**src/rtl/trace_capture_fifo.sv**
```systemverilog
// Trace capture FIFO: first-word-fall-through buffer for core trace words with
// drop counting on overflow and a trap-triggered freeze of further capture.
module trace_capture_fifo #(
   parameter int unsigned DEPTH = 16,
   parameter int unsigned CNT_W = 16
) (
   input  logic                     clk,
   input  logic                     resetn,
   input  logic                     trace_valid,
   input  logic [35:0]              trace_data,
   input  logic                     trap,
   output logic                     out_valid,
   output logic [35:0]              out_data,
   input  logic                     out_ready,
   output logic [$clog2(DEPTH):0]   level,
   output logic [CNT_W-1:0]         overflow_count,
   output logic                     frozen
);

   localparam int unsigned AW = $clog2(DEPTH);

   typedef enum logic {RUN, FROZEN} state_t;

   state_t        state;
   logic [35:0]   mem [DEPTH];
   logic [AW-1:0] wr_ptr;
   logic [AW-1:0] rd_ptr;
   logic          pop;
   logic          push_req;
   logic          full;
   logic          push;
   logic          drop;

   // A full FIFO still accepts a push when the head leaves in the same cycle.
   always_comb begin
      pop      = (level != '0) && out_ready;
      push_req = trace_valid && (state == RUN);
      full     = (level == (AW+1)'(DEPTH));
      push     = push_req && (!full || pop);
      drop     = push_req && full && !pop;
   end

   assign out_valid = (level != '0);
   assign out_data  = out_valid ? mem[rd_ptr] : '0;
   assign frozen    = (state == FROZEN);

   always_ff @(posedge clk) begin
      if (!resetn) begin
         wr_ptr         <= '0;
         rd_ptr         <= '0;
         level          <= '0;
         overflow_count <= '0;
         state          <= RUN;
      end else begin
         if (push) wr_ptr <= wr_ptr + 1'b1;
         if (pop)  rd_ptr <= rd_ptr + 1'b1;
         if (push && !pop)
            level <= level + 1'b1;
         else if (pop && !push)
            level <= level - 1'b1;
         if (drop && (overflow_count != '1))
            overflow_count <= overflow_count + 1'b1;
         case (state)
            RUN:     if (trap) state <= FROZEN;
            FROZEN:  state <= FROZEN;
            default: state <= RUN;
         endcase
      end
   end

   // Storage is not reset; only the pointers and level define valid contents.
   always_ff @(posedge clk) begin
      if (resetn && push) mem[wr_ptr] <= trace_data;
   end

endmodule

```
**config.mk**
```make
export PLATFORM = sky130hd
export DESIGN_NAME = trace_capture_fifo
export DESIGN_NICKNAME = d
export VERILOG_FILES = /design/src/rtl/trace_capture_fifo.sv
export SDC_FILE = /design/constraint.sdc
export NUM_CORES = 1
export LEC_CHECK = 0
export CAP_MARGIN = 10
export CORE_UTILIZATION = 40
export DETAILED_ROUTE_END_ITERATION = 8
export PLACE_DENSITY = 0.56
export SKIP_LAST_GASP = 1
export SYNTH_ARGS = -nofsm -noshare
export SYNTH_HDL_FRONTEND = slang
export SYNTH_SLANG_ARGS = --single-unit
```
**constraint.sdc**
```tcl
create_clock -name clk -period 4.7 [get_ports clk]
set_input_delay 0.94 -clock clk [delete_from_list [all_inputs] [get_ports clk]]
set_output_delay 0.94 -clock clk [all_outputs]
set_load 0.1 [all_outputs]
```
==> run_results.csv, run 1 <==
group,metric,value,unit
timing,fin_skew,13.9,ps
timing,period_share,0.852,
finish,nets,1295,
min_path,hold_path_class,"reg2reg",
route,drc,0,
power,p_leak,8.40,nW
floorplanning,dieWidth,244,um
floorplanning,pin_count,100,
power,finalPower,15.2,mW
power,switching_share,0.328,
timing,setup_viol,0,
yosys,avgSynthCellArea,21.5,um^2
critical_path,max_stage_delay,520,ps
yosys,synth-edff-count,576,
cts,post_cts_buffers,0,
floorplanning,initial_core_util,0.406,
yosys,synth_seq_cells,610,
power,p_int,10.2,mW
cts,clk_latency,630,ps
finish,antennaDiodeCount,0,
yosys,synthCells,1092,
timing,setup_tns,0,ps
critical_path,arrival,3060,ps
power,power_frac_seq,0.403,
timing,fin_crit,4000,ps
cts,clock_sinks,610,
route,ant_nets,0,
placed_design,hpwl,28900,um
floorplanning,rows,88,
yosys,netlist_area,0.0235,mm^2
cts,cts_hold_buf,0,
yosys,yosysUniqueCellTypes,42,
yosys,seq_area_frac_synth,0.764,
timing,maxSlewViolCount,0,
global_route,grt.total_usage,0.173,
cts,cts_buffers,61,
finish,area_growth,18.0,%
cts,cts-root-buf,"clkbuf_16",
critical_path,cp_common_cell,"buf_4",
floorplanning,dieArea,0.0598,mm^2
route,viasPerCell,5.41,
placed_design,dp_slack,1280,ps
floorplanning,fp.dieH,244,um
global_route,grt_pass1_wl,76500,um
critical_path,cp_cell_sequence,"nor4_4, nand2b_1, nand2b_2, buf_4, o22ai_1, buf_4",
critical_path,cp-end-kind,"output port",
floorplanning,core,0.0579,mm^2
power,pwr-share-clk,0.315,
timing,final-hold-violation-count,0,
critical_path,worstPathRequired,3760,ps
status,outcome,"finished, final reports clean",
timing,finalWorstSetupSlack,696,ps
global_route,grt_pass1_vias,11700,
yosys,synth_area_leaders,"edfxtp_1, mux4_2, mux2i_1",
critical_path,worstSetupStartpointType,"flip-flop",
timing,whs,516,ps
global_route,grt_max_degree,52,
timing,rsz0062_at_grt,"no",
power,vdd.ir_drop.worst,0.352,mV
critical_path,worst_path_max_delay_cell,"nor4_4",
yosys,synthTopCellsByCount,"edfxtp_1, mux4_2, mux2i_1",
yosys,yosysTopAreaCell,"edfxtp_1",
yosys,synth_warnings,0,
yosys,async_flop_share,0,
global_route,grt_antenna_before_repair,2,
power,combPwrFrac,0.282,
timing,fmax,0.250,GHz
route,drt_iter0_markers,896,
cts,cts_resized,0,
cts,path_clk_slew,60,ps
route,drt-wirelength-per-cell,24.7,um
cts,cts_buffer_depth,3,
route,num_vias,11200,
yosys,post-synth-top-count-cell,"edfxtp_1",
global_route,overflow,0,
cts,htreeDepth,2,
timing,tightest_slew,1030,ps
cts,cts_tree,"done",
yosys,syn_nets,1144,
finish,drive_above_1_share,0.264,
route,drt_wl_total,50900,um
power,p_switching,4.99,mW
critical_path,critical_path_class,"reg2out",
placed_design,gp_congestion,0.722,
placed_design,portBuffers,99,
yosys,synth_ff_type,"edfxtp_1",
route,drt-pass1-iter-count,5,
timing,slew_headroom,0.313,
run,maxCapViolCount,0,
yosys,yosysTopAreaCellShare,0.736,
power,cellPowerDensity,549,mW/mm^2
finish,final_core_util,0.479,
critical_path,cp_max_fo,16,
## state kept, by name (all words and copies together) (netlist names), named ones only
register        flops
wr_ptr              4
overflow_count     16
frozen              1
rd_ptr              4
level               5
mem               576
## per-layer routing
layer	GRT usage	vias to the layer above	wire [um]
met5	0	-	31
met4	0.0404	4	795
met3	0.0314	61	2120
met2	0.283	211	25100
met1	0.243	5963	22800
li1	-	4911	-
## power groups by stage
stage | clock (mW) | combinational, mW | sequential, mW
6_report | 4.79 | 4.29 | 6.15
5_1_grt | 5.10 | 4.52 | 6.16
3_5_place_dp | 0 | 4.38 | 6.27
4_1_cts | 4.91 | 4.38 | 6.15
3_3_place_gp | 0 | 4.38 | 6.26
2_1_floorplan | 0 | 3.29 | 6.27
## worst paths after layout
check	slack [ps]	startpoint	cells past startpoint	endpoint
worst max-delay path	700	level[2]	6	out_data[3]
worst min-delay path	520	overflow_count[10]	2	overflow_count[10]
worst max register to register	1720	level[2]	9	level[4]
worst min register to register	520	overflow_count[10]	2	overflow_count[10]
## area by class of cell
type | instances | area (um^2)
flip-flops and latches | 610 | 18000
inverters | 8 | 30.0
multi-input cells | 418 | 5420
clock inverters | 44 | 408
well taps | 765 | 957
fillers | 4840 | 30200
clock buffers | 71 | 1560
repair buffers | 144 | 1380
## worst max-delay path: cells and delay by family, from the launching register on
family          cells  cell delay, ps
compound gates      1             170
buf+inv             2             660
flops               1             370
simple gates        3            1210
## placed cells by master (no fill, tap or decap), drive strengths merged, types with 5 or more instances in the layout
master         instances
edfxtp               576
mux4                 144
buf                   81
mux2i                 80
clkbuf                71
clkdlybuf4s50         63
o22ai                 36
dfxtp                 34
clkinv                33
nor2                  28
a21oi                 14
nand3                 13
nand2                 11
ha                    10
inv                   10
or4                    9
nand2b                 9
nor3                   9
o31ai                  8
nand4                  7
bufinv                 7
o21ai                  5
nor4                   5
## kinds of logic after synthesis
family,synth area share
flops,0.764
mux,0.172
simple gates,0.0239
compound gates,0.0192
buf+inv,0.0113
fa+ha+maj,0.00617
xor+xnor,0.00298
## metrics by stage
step / cell area (um^2) / std cells
global placement: 25800 / 1945
floorplan: 23500 / 1092
finish: 27700 / 2060
detailed placement: 25800 / 1945
global route: 27700 / 2060
CTS: 27700 / 2060
Note: power is estimated with default switching activity, not from simulation.
==> run 2: changes to the inputs <==
--- a/config.mk
+++ b/config.mk
@@ -6,9 +6,9 @@
 export NUM_CORES = 1
 export LEC_CHECK = 0
 export CAP_MARGIN = 10
-export CORE_UTILIZATION = 40
+export CORE_UTILIZATION = 54
 export DETAILED_ROUTE_END_ITERATION = 8
-export PLACE_DENSITY = 0.56
+export PLACE_DENSITY = 0.72
 export SKIP_LAST_GASP = 1
 export SYNTH_ARGS = -nofsm -noshare
 export SYNTH_HDL_FRONTEND = slang
==> run_results.csv, run 2 (synthesis results as in run 1) <==
group,metric,value,unit
finish,regMostFlops,"mem",
route,drt_iter0_markers,899,
finish,layout.area.seq,0.0180,mm^2
cts,clk_latency,590,ps
cts,cts_hold_buf,0,
timing,fmax,0.252,GHz
critical_path,worstSetupStartpointType,"flip-flop",
cts,path_clk_slew,60,ps
floorplanning,initial_core_util,0.547,
route,wl_met1,19500,um
route,viasPerCell,5.91,
floorplanning,pin_count,100,
critical_path,arrival,3030,ps
finish,final_common_cell,"edfxtp_1",
cts,post_cts_buffers,0,
floorplanning,dieWidth,211,um
floorplanning,core,0.0430,mm^2
placed_design,gp_congestion,0.758,
timing,fin_skew,14.6,ps
route,ant_nets,0,
timing,tightest_slew,1000,ps
power,vdd.ir_drop.worst,0.468,mV
cts,htreeDepth,2,
finish,nFillCells,2891,
route,num_vias,11000,
cts,cts_buffer_depth,3,
timing,final-hold-violation-count,0,
global_route,grt_antenna_before_repair,2,
finish,area_growth,16.3,%
global_route,grt_max_degree,48,
finish,drive_above_1_share,0.256,
run,maxCapViolCount,0,
timing,fin_crit,3970,ps
timing,setup_tns,0,ps
global_route,grt_pass1_wl,69700,um
route,drc,0,
timing,maxSlewViolCount,0,
power,cellPowerDensity,546,mW/mm^2
finish,largest_register_ffs,576,
floorplanning,fp.dieH,211,um
critical_path,critical_path_class,"reg2out",
finish,reg.largest.list,"mem x576, overflow_count x16, level x5",
route,drt-wirelength-per-cell,24.2,um
route,wl_met2,22700,um
timing,slew_headroom,0.330,
cts,cts_buffers,58,
timing,period_share,0.845,
global_route,grt.total_usage,0.212,
timing,rsz0062_at_grt,"no",
global_route,overflow,0,
power,p_leak,8.32,nW
route,dr.max_layer_used,"met5",
route,drt-pass1-iter-count,5,
cts,clock_sinks,610,
cts,cts_tree,"done",
power,finalPower,14.9,mW
finish,nets,1285,
cts,cts_resized,0,
placed_design,hpwl,26200,um
route,route.met3.wl,2160,um
min_path,hold_path_class,"reg2reg",
route,drt_wl_total,45300,um
critical_path,worstPathRequired,3760,ps
floorplanning,dieArea,0.0444,mm^2
finish,layout_common_cells,"edfxtp_1, mux4_2, mux2i_1",
finish,multi_input_area,0.00542,mm^2
cts,cts-root-buf,"clkbuf_16",
critical_path,cp_max_fo,26,
placed_design,portBuffers,99,
global_route,grt_pass1_vias,11700,
status,outcome,"finished, final reports clean",
critical_path,cp-end-kind,"output port",
floorplanning,rows,76,
timing,setup_viol,0,
[run 2: cell count changes in the layout (fill, tap and decap cells not counted)]
| cell | before | now |
|---|---|---|
| buf_12 | 11 | 8 |
| clkinvlp_2 | 1 | 0 |
| buf_4 | 70 | 66 |
| clkinv_1 | 14 | 15 |
| clkinv_4 | 1 | 0 |
| inv_6 | 2 | 0 |
| diode_2 | 0 | 1 |
| inv_16 | 1 | 0 |
| bufinv_16 | 7 | 6 |
[run 2: power by group]
group | internal (mW) | switching, mW
Combinational | 1.44 | 2.76
Clock | 2.68 | 1.90
Sequential | 6.01 | 0.131
[run 2: final cells by class]
cell class,count,share of cell area
Clock buffer,71,0.0572
Tap cell,585,0.0268
Clock inverter,39,0.0121
Antenna cell,1,0.0000915
Timing Repair Buffer,137,0.0470
Inverter,8,0.00110
Multi-Input combinational cell,418,0.198
Sequential cell,610,0.658
[run 2: stage by stage]
| stage | hold slack [ps] | util | setup WS, ps | std cells | instance area [um^2] |
|---|---|---|---|---|---|
| after global placement | 492 | 0.592 | 775 | 1758 | 25500 |
| after floorplan | 507 | - | -362 | 1092 | 23500 |
| after detailed placement | 497 | 0.592 | 754 | 1758 | 25500 |
| after global routing | 544 | 0.636 | 504 | 1868 | 27400 |
| final | 498 | 0.636 | 726 | 1869 | 27400 |
| after CTS | 508 | 0.636 | 659 | 1868 | 27400 |
[run 2: per-layer routing]
layer,up-vias,global-route usage
met5,-,0
met4,2,0.0602
met3,76,0.0314
met2,294,0.353
met1,5777,0.297
li1,4889,-
[run 2: path summary, 6_finish.rpt]
| check | from | end | slack [ps] | depth (start not counted) |
|---|---|---|---|---|
| max | level[2] | out_data[30] | 730 | 6 |
| min | overflow_count[10] | overflow_count[10] | 500 | 2 |
| max reg2reg | level[2] | level[4] | 1700 | 9 |
| min reg2reg | overflow_count[10] | overflow_count[10] | 500 | 2 |
[run 2: critical path, stage by stage, from the launching register on]
cell and delay, ps:
dfxtp_1 360, nor4_4 510, nand2b_1 200, nand2b_2 640, buf_4 330, o22ai_1 140
buf_4 250
